[src/rtl/slowclk_gen.sv]
// rtl/slowclk_gen.sv - debounced run/pause/single-step slow clock generator
module slowclk_gen #(
   parameter int HALF_PERIOD     = 6000000,
   parameter int DEBOUNCE_CYCLES = 120000
) (
   input  logic clk,
   input  logic rst,
   input  logic btn_pause,
   input  logic btn_step,
   output logic slowclk,
   output logic tick,
   output logic running
);

   // Divider and debounce counter widths; a 1-bit floor keeps the minimum parameter values legal.
   localparam int CW = (HALF_PERIOD > 1) ? $clog2(HALF_PERIOD) : 1;
   localparam int DW = (DEBOUNCE_CYCLES > 1) ? $clog2(DEBOUNCE_CYCLES) : 1;
   localparam logic [CW-1:0] DIV_LAST = CW'(HALF_PERIOD - 1);
   localparam logic [DW-1:0] DEB_LAST = DW'(DEBOUNCE_CYCLES - 1);

   // Button index 0 is pause, index 1 is step.
   localparam int BP = 0;
   localparam int BS = 1;

   typedef enum logic [2:0] {
      ST_RUN,
      ST_STOPPING,
      ST_PAUSED,
      ST_STEP_HI,
      ST_STEP_LO
   } state_t;

   logic [1:0]         btn_raw;
   logic [1:0]         sync1_q;
   logic [1:0]         sync2_q;
   logic [1:0]         deb_q;
   logic [1:0]         deb_d;
   logic [1:0]         press_q;
   logic [1:0]         press_d;
   logic [1:0][DW-1:0] dcnt_q;
   logic [1:0][DW-1:0] dcnt_d;

   state_t        state_q;
   state_t        state_d;
   logic [CW-1:0] cnt_q;
   logic [CW-1:0] cnt_d;
   logic          slowclk_q;
   logic          slowclk_d;
   logic          tick_q;
   logic          tick_d;
   logic          running_q;
   logic          at_last;
   logic          pause_p;
   logic          step_p;

   assign btn_raw = {btn_step, btn_pause};
   assign pause_p = press_q[BP];
   assign step_p  = press_q[BS];
   assign at_last = (cnt_q == DIV_LAST);

   assign slowclk = slowclk_q;
   assign tick    = tick_q;
   assign running = running_q;

   // Debounce: accept a new level only after it has differed for DEBOUNCE_CYCLES consecutive cycles.
   always_comb begin
      deb_d   = deb_q;
      press_d = '0;
      dcnt_d  = dcnt_q;
      for (int i = 0; i < 2; i++) begin
         if (sync2_q[i] == deb_q[i]) begin
            dcnt_d[i] = '0;
         end else if (dcnt_q[i] == DEB_LAST) begin
            dcnt_d[i]  = '0;
            deb_d[i]   = ~deb_q[i];
            // only a rising debounced level is an event; releases are silent
            press_d[i] = ~deb_q[i];
         end else begin
            dcnt_d[i] = dcnt_q[i] + DW'(1);
         end
      end
   end

   // Button synchronisers, debounce state and registered press pulses.
   always_ff @(posedge clk or posedge rst) begin
      if (rst) begin
         sync1_q <= '0;
         sync2_q <= '0;
         deb_q   <= '0;
         press_q <= '0;
         dcnt_q  <= '0;
      end else begin
         sync1_q <= btn_raw;
         sync2_q <= sync1_q;
         deb_q   <= deb_d;
         press_q <= press_d;
         dcnt_q  <= dcnt_d;
      end
   end

   // Next-state logic: divider advance, slowclk toggling and run/pause/step sequencing.
   always_comb begin
      state_d   = state_q;
      cnt_d     = at_last ? '0 : cnt_q + CW'(1);
      slowclk_d = slowclk_q;
      tick_d    = 1'b0;
      case (state_q)
         ST_RUN: begin
            if (pause_p && !slowclk_q) begin
               // low phase: stop right away, any pending rise is abandoned
               state_d = ST_PAUSED;
               cnt_d   = '0;
            end else begin
               if (at_last) begin
                  slowclk_d = ~slowclk_q;
                  tick_d    = ~slowclk_q;
               end
               if (pause_p) begin
                  // high phase: let it finish; if it ends on this very edge we are already low
                  state_d = at_last ? ST_PAUSED : ST_STOPPING;
               end
            end
         end
         ST_STOPPING: begin
            if (at_last) begin
               slowclk_d = ~slowclk_q;
               tick_d    = ~slowclk_q;
            end
            if (pause_p) begin
               state_d = ST_RUN;
            end else if (at_last) begin
               state_d = ST_PAUSED;
            end
         end
         ST_PAUSED: begin
            cnt_d     = '0;
            slowclk_d = 1'b0;
            if (pause_p) begin
               state_d = ST_RUN;
            end else if (step_p) begin
               state_d   = ST_STEP_HI;
               slowclk_d = 1'b1;
               tick_d    = 1'b1;
            end
         end
         ST_STEP_HI: begin
            if (at_last) begin
               slowclk_d = 1'b0;
               state_d   = ST_STEP_LO;
            end
         end
         ST_STEP_LO: begin
            if (at_last) begin
               state_d = ST_PAUSED;
            end
         end
         default: begin
            state_d   = ST_RUN;
            cnt_d     = '0;
            slowclk_d = 1'b0;
         end
      endcase
   end

   // State, divider and output registers; every output comes straight from a flop.
   always_ff @(posedge clk or posedge rst) begin
      if (rst) begin
         state_q   <= ST_RUN;
         cnt_q     <= '0;
         slowclk_q <= 1'b0;
         tick_q    <= 1'b0;
         running_q <= 1'b1;
      end else begin
         state_q   <= state_d;
         cnt_q     <= cnt_d;
         slowclk_q <= slowclk_d;
         tick_q    <= tick_d;
         running_q <= (state_d == ST_RUN);
      end
   end

endmodule

[config.mk]
export PLATFORM = sky130hd
export DESIGN_NAME = slowclk_gen
export DESIGN_NICKNAME = d
export VERILOG_FILES = /design/src/rtl/slowclk_gen.sv
export SDC_FILE = /design/constraint.sdc
export NUM_CORES = 1
export LEC_CHECK = 0
export BUFFER_PORTS_ARGS = -buffer_cell sky130_fd_sc_hd__clkbuf_2
export CAP_MARGIN = 20
export CORE_AREA = 10 10 86 88
export CTS_CLUSTER_DIAMETER = 60
export DETAILED_ROUTE_END_ITERATION = 12
export DIE_AREA = 0 0 96 98
export GPL_ROUTABILITY_DRIVEN = 0
export PLACE_DENSITY = 0.75
export SLEW_MARGIN = 25
export SYNTH_ARGS = -nofsm -noshare
export SYNTH_HDL_FRONTEND = slang
export SYNTH_SLANG_ARGS = --single-unit
[constraint.sdc]
create_clock -name clk -period 4.5 [get_ports clk]
set_clock_uncertainty 0.05 [all_clocks]
set_input_delay 0 -clock clk [delete_from_list [all_inputs] [get_ports clk]]
set_output_delay 0 -clock clk [all_outputs]
set_load 0.02 [all_outputs]
==> results.yml <==
synthesis:
  synth_area_mm2: 0.003324
  synthMuxAreaShare_pct: 0.9785
  synth_top_family_by_area: "simple AND/OR/NAND/NOR gates"
  synth_edf_count: 0
  synth-compound-area-share_pct: 2.333
  yosysTopAreaCellShare_pct: 52.69
  synth_xor_xnor_area_share_pct: 13.96
  ys_top_cells_by_area: "dfrtp_1 (53%), nor2_1 (8.1%), xor2_1 (7.6%), xnor2_1 (6.3%), nand4_1 (3.4%)"
  syn_avg_cell_area_um2: 10.07
  synthCells: 330
  synth-seq-cells: 71
  ys_types: 40
  ys_seq_area_share_pct: 53.48
  synth-simple-area-share_pct: 26.01
  synth_area_leader_cell: "dfrtp_1"
  synth-adder-area-share_pct: 1.129
  yosysWarnings: 0
  synth_ff_type: "dfrtp_1"
  syn_nets: 337
  async_flop_share_pct: 100.0
hold_path:
  min_from: "btn_pause"
  hold_depth: 2
  hold_path.class: "in -> reg"
  min_to: "sync1_q[0]"
global_routing:
  grt_pass1_wl_um: 9887
  grt_max_degree: 72
  antenna_found_initial: 0
  grtUsageTotal_pct: 12.69
  grt_pass1_vias: 2264
  grt_overflow: 0
cts:
  post_cts_buffers: 0
  cts_resized: 0
  cts_buffer_depth: 2
  cts_tree: "built"
  clkSlewWorstSetupHoldPaths_ns: 0.07
  htreeDepth: 3
  clock_latency_ns: 0.34
  cts_root_buf: "clkbuf_8"
  ctsHoldBuffers: 3
  cts_sinks: 71
  cts_buffers: 9
critical_path:
  slowest_stage: "nor4_1"
  path_class: "reg -> reg"
  critPathArrivalTime_ns: 2.38
  regToRegSetupSlack_ns: 2.28
  r2r_start: "cnt_q[0]"
  worstRegToRegCells: 6
  crit_path_start_kind: "flip-flop"
  path_cells: "ha_1, nand3_2, nor4_1, nand4_1, xor2_1, nor2_1"
  crit_path_end_kind: "flip-flop"
  crit_fanout: 6
  critical_path_required_ns: 4.66
  cp_slowest_stage_delay_ns: 0.88
  r2r_end: "cnt_q[18]"
power:
  vdd_drop_max_uv: 253.9
  leakage_nw: 1.601
  p_total_mw: 1.110
  powerDensity_mw_per_mm2: 306.5
sta:
  slew_headroom_pct: 33.12
  hold_violations: 0
  clock.fmax_ghz: 0.4514
  maxSlewViolCount: 0
  setup_viol: 0
  fin_crit_sh_pct: 49.23
  setup_tns_ns: 0
  rsz0062_at_grt: "false"
  tightestPinTransition_ns: 0.9941
  period_needed_ns: 2.216
cells_and_area:
  mostFrequentLayoutCells: "nor2_1 (72), dfrtp_1 (70), xor2_1 (29), xnor2_1 (24), nand3_1 (20)"
  final_common_cell: "nor2_1"
  area.growth.synth_to_final_pct: 8.882
  drive_gt1_share_pct: 8.046
  antenna_cells: 0
  nets: 350
floorplan:
  coreArea_mm2: 0.005746
  placementRows: 28
  io_pins: 7
  dieWidth_um: 96
  dieArea_mm2: 0.009408
  die_h_um: 98
  start_util_pct: 57.86
routing:
  avgRoutedWirePerCell_um: 13.15
  drc: 0
  drtAntennaViolNets: 0
  vias: 2297
  routed_via_density: 5.430
  drtIter0Drc: 110
  wirelength_um: 5563
  drtPass1Iterations: 4
placed_design:
  dp_hpwl_um: 3654
  port-buffer-count: 6
flow_run:
  maxCapViolations: 0
outcome:
  status: "complete, no violations"
[worst max path at each step]
stage	end	cells past startpoint	from	slack [ns]
after global placement	running	6	cnt_q[0]	2.41
after CTS	cnt_q[18]	6	cnt_q[0]	2.25
after detailed placement	cnt_q[14]	6	cnt_q[0]	2.31
after global routing	cnt_q[14]	6	cnt_q[0]	2.07
after floorplan	running	6	cnt_q[0]	2.47
final	cnt_q[18]	6	cnt_q[0]	2.28
[registers in the layout, indices dropped and copies added, names as in the netlist]
| signal | count |
|---|---|
| running | 1 |
| sync1_q | 2 |
| tick | 1 |
| press_q | 2 |
| deb_q | 2 |
| state_q | 3 |
| sync2_q | 2 |
| cnt_q | 23 |
| dcnt_q | 34 |
| slowclk | 1 |
[report_power, final]
part,switching (mW),total [mW],internal [mW]
Combinational,0.0207,0.0292,0.00844
Clock,0.216,0.431,0.214
Sequential,0.00548,0.650,0.644
Total,0.242,1.11,0.867
[logic make-up (layout without fill, tap and decap cells)]
family | Yosys count | after routing
buffers and inverters | 18 | 36
AND/OR/NAND/NOR | 171 | 171
adder cells (fa/ha/maj) | 3 | 3
multiplexers | 3 | 3
XOR/XNOR | 53 | 53
flip-flops | 71 | 71
AO/OA/AOI/OAI | 11 | 11
[layer usage]
metal	share of wire, %	vias to the layer above	wire length [µm]	GRT usage [%]
li1	-	1146	-	-
met1	47	1124	2622	15.77
met2	48	21	2694	20.30
met3	3.2	6	176	4.288
met4	1.2	0	69	3.632
met5	0	-	0	0
[cells in the mapped netlist (2+ instances only)]
cell type	n
nor4b_1	3
nor4_1	8
nor3_1	7
clkbuf_1	6
nor3b_1	3
mux2_2	2
ha_1	3
nand2_1	17
nor4bb_1	2
and4_1	2
o31ai_1	2
xor2_1	29
o21ai_0	2
nand2b_1	4
buf_2	2
nand3_1	20
nor2_1	72
nand4_1	18
and3_1	7
inv_1	9
xnor2_1	24
dfrtp_1	70
[per-stage QoR]
| stage | hold WS [ns] | utilization (%) | instances | worst slack [ns] | instance area, µm² |
|---|---|---|---|---|---|
| 3_3_place_gp | 0.05882 | 59.65 | 404 | 2.407 | 3427 |
| 5_1_grt | 0.2544 | 63.00 | 423 | 2.069 | 3620 |
| 3_5_place_dp | 0.06144 | 59.65 | 404 | 2.314 | 3427 |
| 4_1_cts | 0.2391 | 63.00 | 423 | 2.249 | 3620 |
| 6_report | 0.2600 | 63.00 | 423 | 2.284 | 3620 |
| 2_1_floorplan | -0.01857 | - | 330 | 2.467 | 3324 |
[area by class of cell]
type	count	area, µm²
sequential	71	1778
fill	475	2126
timing repair buffer	11	75.07
tap	75	93.84
multi-input combinational	241	1476
inverter	9	33.78
clock inverter	2	10.01
clock buffer	14	152.6
[worst max-delay path, delay by kind of cell, from the launching register on]
| family | cells | cell delay [ns] |
|---|---|---|
| fa+ha+maj | 1 | 0.21 |
| simple gates | 4 | 1.27 |
| xor+xnor | 1 | 0.18 |
| flops | 1 | 0.38 |
(Power assumes the default switching activity.)
